===== src/rtl/id_ex_stage.sv =====
// rtl/id_ex_stage.sv - ID/EX pipeline register with EX/MEM and MEM/WB forwarding and load-use bubbles
module id_ex_stage #(
  parameter int WIDTH = 32,
  parameter int REGW  = 5
) (
  input  logic             clk,
  input  logic             rst,
  input  logic             Stall,
  input  logic             Flush,
  input  logic             IdValid,
  input  logic [2:0]       IdALUCtl,
  input  logic [4:0]       IdShamt,
  input  logic [WIDTH-1:0] IdRsData,
  input  logic [WIDTH-1:0] IdRtData,
  input  logic [WIDTH-1:0] IdImm,
  input  logic [REGW-1:0]  IdRs,
  input  logic [REGW-1:0]  IdRt,
  input  logic [REGW-1:0]  IdRd,
  input  logic             IdALUSrc,
  input  logic             IdRegDst,
  input  logic             IdRegWrite,
  input  logic             IdMemRead,
  input  logic             IdMemWrite,
  input  logic             IdMemToReg,
  input  logic             ExMemRegWrite,
  input  logic [REGW-1:0]  ExMemDest,
  input  logic [WIDTH-1:0] ExMemResult,
  input  logic             MemWbRegWrite,
  input  logic [REGW-1:0]  MemWbDest,
  input  logic [WIDTH-1:0] MemWbData,
  output logic             LoadUse,
  output logic             ExValid,
  output logic [2:0]       ExCtl,
  output logic [4:0]       ExShamt,
  output logic [WIDTH-1:0] ExDataA,
  output logic [WIDTH-1:0] ExDataB,
  output logic [WIDTH-1:0] ExStoreData,
  output logic [REGW-1:0]  ExDest,
  output logic             ExRegWrite,
  output logic             ExMemRead,
  output logic             ExMemWrite,
  output logic             ExMemToReg
);

  logic             r_valid;
  logic [2:0]       r_ctl;
  logic [4:0]       r_shamt;
  logic [WIDTH-1:0] r_rs_data;
  logic [WIDTH-1:0] r_rt_data;
  logic [WIDTH-1:0] r_imm;
  logic [REGW-1:0]  r_rs;
  logic [REGW-1:0]  r_rt;
  logic [REGW-1:0]  r_dest;
  logic             r_alusrc;
  logic             r_regwrite;
  logic             r_memread;
  logic             r_memwrite;
  logic             r_memtoreg;

  logic             w_load_use;
  logic [WIDTH-1:0] w_fwd_a;
  logic [WIDTH-1:0] w_fwd_b;

  // Only a valid load in EX writing a nonzero register can stall a dependent ID instruction.
  assign w_load_use = r_valid && r_memread && (r_dest != '0) && IdValid &&
                      ((r_dest == IdRs) || (r_dest == IdRt)) && !Flush;

  always_ff @(posedge clk) begin
    if (rst || Flush || (!Stall && w_load_use)) begin
      r_valid    <= 1'b0;
      r_ctl      <= '0;
      r_shamt    <= '0;
      r_rs_data  <= '0;
      r_rt_data  <= '0;
      r_imm      <= '0;
      r_rs       <= '0;
      r_rt       <= '0;
      r_dest     <= '0;
      r_alusrc   <= 1'b0;
      r_regwrite <= 1'b0;
      r_memread  <= 1'b0;
      r_memwrite <= 1'b0;
      r_memtoreg <= 1'b0;
    end else if (!Stall) begin
      r_valid    <= IdValid;
      r_ctl      <= IdALUCtl;
      r_shamt    <= IdShamt;
      r_rs_data  <= IdRsData;
      r_rt_data  <= IdRtData;
      r_imm      <= IdImm;
      r_rs       <= IdRs;
      r_rt       <= IdRt;
      r_dest     <= IdRegDst ? IdRd : IdRt;
      r_alusrc   <= IdALUSrc;
      r_regwrite <= IdRegWrite;
      r_memread  <= IdMemRead;
      r_memwrite <= IdMemWrite;
      r_memtoreg <= IdMemToReg;
    end
  end

  // Younger producer (EX/MEM) wins; register 0 is hardwired and never forwarded.
  always_comb begin
    w_fwd_a = r_rs_data;
    if (ExMemRegWrite && (ExMemDest != '0) && (ExMemDest == r_rs))
      w_fwd_a = ExMemResult;
    else if (MemWbRegWrite && (MemWbDest != '0) && (MemWbDest == r_rs))
      w_fwd_a = MemWbData;
  end

  always_comb begin
    w_fwd_b = r_rt_data;
    if (ExMemRegWrite && (ExMemDest != '0) && (ExMemDest == r_rt))
      w_fwd_b = ExMemResult;
    else if (MemWbRegWrite && (MemWbDest != '0) && (MemWbDest == r_rt))
      w_fwd_b = MemWbData;
  end

  assign LoadUse     = w_load_use;
  assign ExValid     = r_valid;
  assign ExCtl       = r_ctl;
  assign ExShamt     = r_shamt;
  assign ExDataA     = w_fwd_a;
  assign ExDataB     = r_alusrc ? r_imm : w_fwd_b;
  assign ExStoreData = w_fwd_b;
  assign ExDest      = r_dest;
  assign ExRegWrite  = r_valid & r_regwrite;
  assign ExMemRead   = r_valid & r_memread;
  assign ExMemWrite  = r_valid & r_memwrite;
  assign ExMemToReg  = r_valid & r_memtoreg;

endmodule


===== config.mk =====
export PLATFORM = sky130hd
export DESIGN_NAME = id_ex_stage
export DESIGN_NICKNAME = d
export VERILOG_FILES = /design/src/rtl/id_ex_stage.sv
export SDC_FILE = /design/constraint.sdc
export NUM_CORES = 1
export LEC_CHECK = 0
export ABC_AREA = 1
export CORE_MARGIN = 3
export CORE_UTILIZATION = 44
export CTS_BUF_LIST = sky130_fd_sc_hd__clkbuf_4 sky130_fd_sc_hd__clkbuf_8
export DETAILED_ROUTE_END_ITERATION = 8
export GPL_ROUTABILITY_DRIVEN = 0
export PLACE_DENSITY = 0.84
export RECOVER_POWER = 100
export REMOVE_ABC_BUFFERS = 1
export SETUP_SLACK_MARGIN = 0.15
export SYNTH_ARGS = -nofsm -noshare
export SYNTH_HDL_FRONTEND = slang
export SYNTH_SLANG_ARGS = --single-unit

===== constraint.sdc =====
create_clock -name clk -period 2.1 [get_ports clk]
set_input_delay 0.42 -clock clk [delete_from_list [all_inputs] [get_ports clk]]
set_output_delay 0.42 -clock clk [all_outputs]
set_load 0.01 [all_outputs]

* After elaboration in Yosys (flattened, before gate mapping)
Cells that the tools add are included.
** Storage, ports and cells
- Register bits after elaboration :: 125
- Input port bits :: 206
- Output and inout bits :: 115
- Logic and storage cells :: 50
** Cells by class
- Equal/unequal tests :: 6
- Mux-type cells :: 6
- Bitwise logic cells :: 4
- Reduce and logical (&&, ||, !) cells :: 20
** Operator list (count)
- $mux W32 :: 5
- $eq A5 B5 Y1 :: 6
- $reduce_bool A5 Y1 :: 3
- $logic_and A1 B1 Y1 :: 12
- $mux W5 :: 1
- $and A1 B1 Y1 :: 4
- $logic_or A1 B1 Y1 :: 3
- $logic_not A1 Y1 :: 2

* Longest topological paths before layout
Gate-level depths: netlist (run 1).
- Depth in word-level cells :: 7
- Mapped depth :: 11
- Gate-level depth less buffers :: 10

* Worst setup path after synthesis (run 1)
No wires, ideal clock.
- Kind :: input to output
- From :: input ExMemDest[3]
- To :: output ExDataA[22]
- Data arrival time :: 1.420 ns
- Slack :: 0.260 ns
- Stages on the path :: 5
- Buffers on the path :: 1
- Path through :: xor2_1 > nor3_1 > nand3_2 > clkbuf_1 > o21ai_0
** On the way
- Longest elaborated chain between the ends :: 4
- Elaborated cells between the ends (all ways) :: 5
- Those cells by class :: 1 x eq/ne; 1 x mux; 3 x reduce/logical
** Ends and longest elaborated chain
- start: declaration :: RTL line 26 : input logic [REGW-1:0] ExMemDest,
- $reduce_bool A5 Y1 :: RTL line 105 : if (ExMemRegWrite && (ExMemDest != '0) && (ExMemDest == r_rs))
- $logic_and A1 B1 Y1 :: RTL line 105
- $logic_and A1 B1 Y1 * :: RTL line 105
- $mux W32 * :: RTL line 105
- end: declaration :: RTL line 35 : output logic [WIDTH-1:0] ExDataA,
Mark *: on every way between the ends. The rest lies on a longest branch, timed or not.

* Worst setup path in the final report (run 1)
- From :: register r_rs[0]
- To :: output ExDataA[19]
** On the way
- Longest elaborated chain between the ends :: 4
- Elaborated cells between the ends (all ways) :: 6
- Those cells by class :: 2 x eq/ne; 2 x mux; 2 x reduce/logical
** Ends and longest elaborated chain
- start: declaration :: RTL line 51 : logic [REGW-1:0] r_rs;
- start signal: assignment :: RTL line 91 : r_rs <= IdRs;
- $eq A5 B5 Y1 :: RTL line 107 : else if (MemWbRegWrite && (MemWbDest != '0) && (MemWbDest == r_rs))
- $logic_and A1 B1 Y1 :: RTL line 107
- $mux W32 :: RTL line 107
- $mux W32 * :: RTL line 105
Marked as above.

==> flow_summary_export.csv, run 1 <==
group,metric,value,unit
outcome,status,"complete, but fails checks",
outcome,violations,"setup timing",
run,drv_cap,0,
floorplan,dieArea,18400,um2
clock_network,hold_buffers,0,
clock_network,clock-sinks,125,
critical_path,crit_required,1.68,ns
logic_synthesis,yosys_register_bits,125,
grt,antenna_found_initial,2,
logic_synthesis,ys.flop_type,"dfxtp_1",
clock_network,cts_inserted_buffers,17,
floorplan,die_y,136,um
sta,setup_viol,181,
power_and_ir_drop,power.leakage,6.72,nW
floorplan,placementRows,46,
sta,skew,0.0150,ns
place,placedInstanceArea,11100,um2
routing,drt_iter0_markers,982,
clock_network,clk_pin_slew,0.07,ns
logic_synthesis,syn_inst,1088,
routing,routed-via-count,10200,
power_and_ir_drop,peakVddDrop,0.410,mV
clock_network,cts_tree,"yes",
logic_synthesis,ys_warn_count,0,
power_and_ir_drop,p_comb_frac,0.300,
logic_synthesis,ys_seq_area_frac,0.338,
layout,layout-drive-gt1-share,0.380,
floorplan,core_region_area,16200,um2
logic_synthesis,synth.distinct_cells,25,
layout,fin_util,0.882,
clock_network,cts-root-buf,"clkbuf_8",
sta,min_period,2.76,ns
routing,ant_nets,0,
grt,grt_usage,0.322,
layout,finalNonFillerCells,1721,
layout,fin_area,14300,um2
routing,viasPerCell,5.93,
critical_path,crit_arrival,2.34,ns
power_and_ir_drop,power_per_cell_area,495,nW/um2
routing,dr.pass1.iters,6,
sta,maxSlewViolCount,0,
place,numPortBuffers,320,
power_and_ir_drop,switching_share,0.307,
routing,wire_per_inst,24.1,um
layout,final_nets,1696,
sta,tightest_slew,0.675,ns
clock_network,clockBufferDepth,2,
power_and_ir_drop,pwr-share-seq,0.356,
grt,grt-ovfl-total,0,
clock_network,clk_latency,0.45,ns
clock_network,htree_levels,4,
place,placedCellCount,1605,
place,dp_hpwl,21000,um
critical_path,critPathCaptureType,"output port",
sta,finalHoldViolCount,0,
logic_synthesis,synth_top_area_share,0.338,
layout,area_growth,92.9,%
critical_path,crit_path_max_fanout,7,
grt,grt_pass1_wl,45900,um
logic_synthesis,synth.area.top_cells,"dfxtp_1 34%, nand3_1 11%, mux2i_1 11%",
logic_synthesis,synth_commonest_cells,"197 x nand2_1, 166 x nand3_1, 135 x nor2_1",
sta,tns,-58.38,ns
grt,grt_pass1_vias,8908,
critical_path,cp-start-kind,"flop",
sta,grt_setup_unrepaired,"yes",
sta,max-slew-margin-rel,0.550,
sta,setup_slack,-0.657,ns
floorplan,start_util,0.457,
power_and_ir_drop,pwr-share-clk,0.344,
worst_hold_path,hp-class,"input pin to flop",
floorplan,io_pins,321,
logic_synthesis,netlist_area,7400,um2
floorplan,die_w,136,um
routing,drt-total-wl,41500,um
critical_path,path_class,"flop to output port",
logic_synthesis,yosys.area.top_type,"dfxtp_1",
logic_synthesis,yosysMostFrequentCell,"nand2_1",
grt,grt_max_degree,115,
sta,fin_crit_sh,1.31,
routing,drcViolationCount,0,
logic_synthesis,async_flop_share,0,
logic_synthesis,syn_area_per_cell,6.80,um2
power_and_ir_drop,p_int,0.00489,W
logic_synthesis,synth_edf_count,0,
power_and_ir_drop,switchingPower,0.00216,W
sta,fin_hold_ws,0.471,ns
sta,fmax,0.363,GHz
==> critical path, cell delays in order, from the launching register on <==
cell	delay [ns]
dfxtp_4	0.38
xnor2_2	0.20
nand2_2	0.12
nor3_4	0.17
buf_6	0.16
nand2_8	0.11
clkbuf_16	0.20
nand2_1	0.19
nand3_2	0.10
o21ai_1	0.09
buf_2	0.15
==> cell families (layout without fill, tap and decap cells) <==
group,after synthesis,count (layout),synth area share
other cells,0,2,0
xor+xnor,25,25,0.0296
buf+inv,195,608,0.116
compound gates,86,86,0.0582
flops,125,125,0.338
mux,80,80,0.108
simple gates,577,579,0.350
==> registers in the layout (all words and copies together), names as in the netlist, 3 cells and up <==
name,cells
r_rs_data,32
r_rt_data,32
ExShamt,5
ExCtl,3
r_imm,32
r_rt,5
ExDest,5
r_rs,5
==> power groups by stage <==
stage	clock network [W]	logic [W]	registers, W
after floorplan	0	0.000568	0.00255
after global placement	0	0.00153	0.00255
after detailed placement	0	0.00156	0.00256
after CTS	0.00239	0.00165	0.00250
after global routing	0.00251	0.00222	0.00252
final	0.00243	0.00212	0.00251
==> layer usage <==
metal | up-vias | share of wire | GRT usage
li1 | 4335 | - | -
met1 | 4695 | 0.32 | 0.350
met2 | 856 | 0.47 | 0.557
met3 | 314 | 0.12 | 0.0955
met4 | 0 | 0.085 | 0.188
met5 | - | 0 | 0
==> repair_timing <==
item	CTS	global route
cloned	9	29
resized for setup	567	321
setup buffers	30	14
pin swaps	57	75
setup endpoints to repair	100	223
==> final timing paths <==
path              cells past startpoint           to  startpoint  slack (ns)
setup reg to reg                     12    r_imm[18]   ExDest[0]       -0.18
hold reg to reg                       2   ExShamt[4]  ExShamt[4]        0.51
setup / recovery                     10  ExDataA[19]     r_rs[0]       -0.66
hold / removal                        3      r_rs[0]     IdRs[0]        0.47
==> layout by cell type (no fill, tap or decap), types with 6 or more instances in the layout <==
cell type / n
clkbuf_4: 6
nand4_1: 32
buf_2: 67
clkdlybuf4s50_1: 189
mux2i_1: 80
o21ai_2: 22
clkbuf_16: 18
dlygate4sd2_1: 13
nand3_4: 29
inv_1: 115
dfxtp_2: 7
dlygate4sd3_1: 12
nand2_2: 32
buf_8: 12
nor2_1: 61
and2_4: 14
o21ai_0: 48
xnor2_2: 6
nand2_1: 158
buf_6: 61
and2_1: 18
buf_12: 29
nor2_2: 53
xor2_1: 8
clkbuf_8: 18
nor2_4: 24
nand3_1: 60
nand2_4: 10
nand3_2: 79
xor2_2: 7
buf_4: 32
o21ai_1: 9
dfxtp_1: 114
buf_16: 11
==> per-stage QoR <==
| stage | setup WS [ns] | power, W |
|---|---|---|
| final | -0.657 | 0.00706 |
| after global placement | -0.904 | 0.00408 |
| after detailed placement | -0.980 | 0.00412 |
| after global routing | -0.761 | 0.00725 |
| after floorplan | -1.09 | 0.00312 |
| after CTS | -0.501 | 0.00655 |
==> cell type report <==
cell class / count / area (um2)
flip-flops and latches: 125 / 2530
multi-input cells: 770 / 5570
diodes: 2 / 5.00
clock inverters: 10 / 164
inverters: 119 / 449
repair buffers: 457 / 5010
clock buffers: 22 / 278
well taps: 216 / 270
fillers: 787 / 1900
Power figures use the tool's default switching activity.
==> run 2, diff against run 1 <==
--- a/config.mk
+++ b/config.mk
@@ -6,12 +6,11 @@
 export NUM_CORES = 1
 export LEC_CHECK = 0
 export ABC_AREA = 1
-export CORE_MARGIN = 3
-export CORE_UTILIZATION = 44
+export CORE_UTILIZATION = 40
 export CTS_BUF_LIST = sky130_fd_sc_hd__clkbuf_4 sky130_fd_sc_hd__clkbuf_8
 export DETAILED_ROUTE_END_ITERATION = 8
 export GPL_ROUTABILITY_DRIVEN = 0
-export PLACE_DENSITY = 0.84
+export PLACE_DENSITY = 0.81
 export RECOVER_POWER = 100
 export REMOVE_ABC_BUFFERS = 1
 export SETUP_SLACK_MARGIN = 0.15
==> constraint.sdc (replaced) <==
create_clock -name clk -period 2.21 [get_ports clk]
set_input_delay 0.442 -clock clk [delete_from_list [all_inputs] [get_ports clk]]
set_output_delay 0.442 -clock clk [all_outputs]
set_load 0.01 [all_outputs]
==> run 2 against run 1 <==
  * The flow still finishes with violations (setup timing)
  * Critical path depth increased by 3
  * Design area decreased by 2.8%
  * Clock power fell by 6%
  * Power is 7.5% lower
  * Sequential power shrank 5%
  * Routed wire length shrank 12%
  * Largest power group unchanged
  * Global-route usage up 0.26 points
  * Final cell count fell by 0.70%
==> flow_summary_export.csv, run 2 (synthesis gave the netlist of run 1 again) <==
group,metric,value,unit
layout,layout-drive-gt1-share,0.346,
critical_path,crit_top_cell,"nand2_2",
critical_path,critPathTopFamily,"simple AND/OR/NAND/NOR gates",
layout,largestRegisters,"r_imm (32), r_rs_data (32), r_rt_data (32)",
power_and_ir_drop,peakVddDrop,0.414,mV
critical_path,crit_path_max_fanout,6,
clock_network,cts_inserted_buffers,17,
sta,tightest_slew,0.570,ns
sta,skew,0.0134,ns
grt,grt_pass1_wl,46300,um
sta,finalHoldViolCount,0,
place,placedInstanceArea,11200,um2
floorplan,start_util,0.410,
critical_path,critPathBufInv,5,
floorplan,io_pins,321,
layout,area_growth,87.5,%
critical_path,critPathCaptureType,"output port",
layout,regArea,2540,um2
sta,max-slew-margin-rel,0.620,
clock_network,cts-root-buf,"clkbuf_8",
critical_path,crit_arrival,2.23,ns
floorplan,die_w,138,um
routing,drt-total-wl,36300,um
critical_path,path_cells,"inv_2 -> nand2_2 -> nand2_2 -> nand2_2 -> nor2_4 -> buf_6 -> buf_6 -> clkbuf_16 -> nand4_1 -> nand3_1 -> nand3_1 -> nand2_1 -> clkbuf_2",
grt,grt_max_degree,86,
sta,fin_crit_sh,1.21,
power_and_ir_drop,power_per_cell_area,471,nW/um2
floorplan,core_region_area,18000,um2
floorplan,dieArea,19000,um2
critical_path,reg2reg_slack,0.09,ns
power_and_ir_drop,power.leakage,6.59,nW
grt,grt_pass1_vias,8802,
routing,drt_iter0_markers,491,
critical_path,crit_required,1.77,ns
clock_network,clockBufferDepth,2,
routing,wire_per_inst,21.3,um
critical_path,r2r_start,"ExDest[4]",
sta,grt_setup_unrepaired,"yes",
layout,multi_input_area,5520,um2
critical_path,path_class,"flop to output port",
place,dp_hpwl,19600,um
run,drv_cap,0,
layout,fillers,1181,
critical_path,r2r_cells,10,
critical_path,slowest_delay,0.38,ns
worst_hold_path,hold-path-cell-count,3,
routing,ant_nets,0,
sta,setup_slack,-0.462,ns
place,preCtsSetupSlack,-0.931,ns
critical_path,cp-endpoint,"ExDataB[11]",
layout,final_nets,1673,
grt,grt-ovfl-total,0,
clock_network,cts_tree,"yes",
critical_path,crit_path_top_delay_cell,"dfxtp_4",
worst_hold_path,hp-class,"input pin to flop",
outcome,violations,"setup timing",
clock_network,clk_latency,0.46,ns
clock_network,clk_pin_slew,0.08,ns
routing,drcViolationCount,0,
place,numPortBuffers,320,
floorplan,die_y,138,um
critical_path,crit_path_start,"r_rt[1]",
layout,fin_area,13900,um2
layout,final_common_cell,"clkdlybuf4s50_1",
sta,fmax,0.374,GHz
critical_path,r2r-end,"r_rs_data[21]",
outcome,status,"complete, but fails checks",
sta,min_period,2.67,ns
critical_path,cp-start-kind,"flop",
sta,setup_viol,120,
grt,antenna_found_initial,1,
floorplan,placementRows,49,
critical_path,crit_cells,13,
clock_network,htree_levels,4,
sta,maxSlewViolCount,0,
routing,viasPerCell,5.60,
clock_network,clock-sinks,125,
routing,routed-via-count,9564,
layout,mostFrequentLayoutCells,"185 x clkdlybuf4s50_1, 134 x nor2_1, 128 x nand2_1",
routing,dr.pass1.iters,6,
grt,grt_usage,0.325,
==> run 2: cell count changes in the layout (fill, tap and decap cells not counted), moves of 5 or more <==
cell and change:
nor2_1 +73, nor2_2 -53, nand2_4 +34, nand2_1 -30, nor2_4 -20, clkbuf_16 -10, buf_2 -9, and2_1 -8
and2_4 +8, buf_8 -6, dlygate4sd2_1 -6, nand2_2 -5
==> run 2: worst reg2reg max path, cell delays in order (launching register included) <==
cell and delay [ns]:
dfxtp_1 0.36, xor2_1 0.17, a21oi_1 0.13, nand3_1 0.13, clkbuf_4 0.15, clkbuf_4 0.12, nand2_1 0.06, nand3_1 0.08
nand2_1 0.13, buf_4 0.48, nor2_1 0.17
==> run 2: where the power goes <==
group / total, W / internal (W) / switching, W
clock: 0.00228 / 0.00129 / 0.000992
sequential: 0.00239 / 0.00233 / 0.0000611
combinational: 0.00186 / 0.000961 / 0.000894
==> run 2: worst min-delay path by stage <==
stage,to,from,slack [ns]
finish,r_rs[0],IdRs[0],0.31
detailed placement,r_rt_data[15],r_rt_data[15],0.50
global route,r_rs[0],IdRs[0],0.33
CTS,r_rt[1],IdRt[1],0.43
global placement,r_imm[24],r_imm[24],0.49
floorplan,r_memread,r_memread,0.48
==> run 2: layout make-up <==
type,count,share of cell area
antenna,1,0.000180
clock buffer,20,0.0194
sequential,125,0.183
inverter,119,0.0322
multi-input combinational,768,0.398
clock inverter,11,0.0120
tap,229,0.0207
timing repair buffer,436,0.334
==> run 2: timing repair <==
item | 4_1_cts | 5_1_grt
setup buffers | 24 | 9
pin swaps | 47 | 63
endpoints found under the hold margin | 0 | 0
setup endpoints to repair | 97 | 100
hold buffers | 0 | 0
resized for setup | 462 | 395
gates cloned | 13 | 9
==> run 2: stage by stage <==
stage	setup TNS, ns	util	instances	power [W]	hold slack [ns]
after floorplan	-87.98	-	1012	0.00297	0.479
after global routing	-53.16	0.769	1709	0.00677	0.330
after CTS	-35.53	0.705	1690	0.00631	0.427
after global placement	-76.46	0.622	1622	0.00389	0.488
final	-36.25	0.769	1709	0.00653	0.308
after detailed placement	-77.64	0.622	1622	0.00391	0.497
==> run 2: routing by layer <==
layer	wire length (um)	part of all wire	up-vias	GRT usage
li1	-	-	4293	-
met1	13000	0.36	4525	0.363
met2	17300	0.48	578	0.549
met3	3780	0.10	168	0.0895
met4	2260	0.062	0	0.197
met5	0	0	-	0
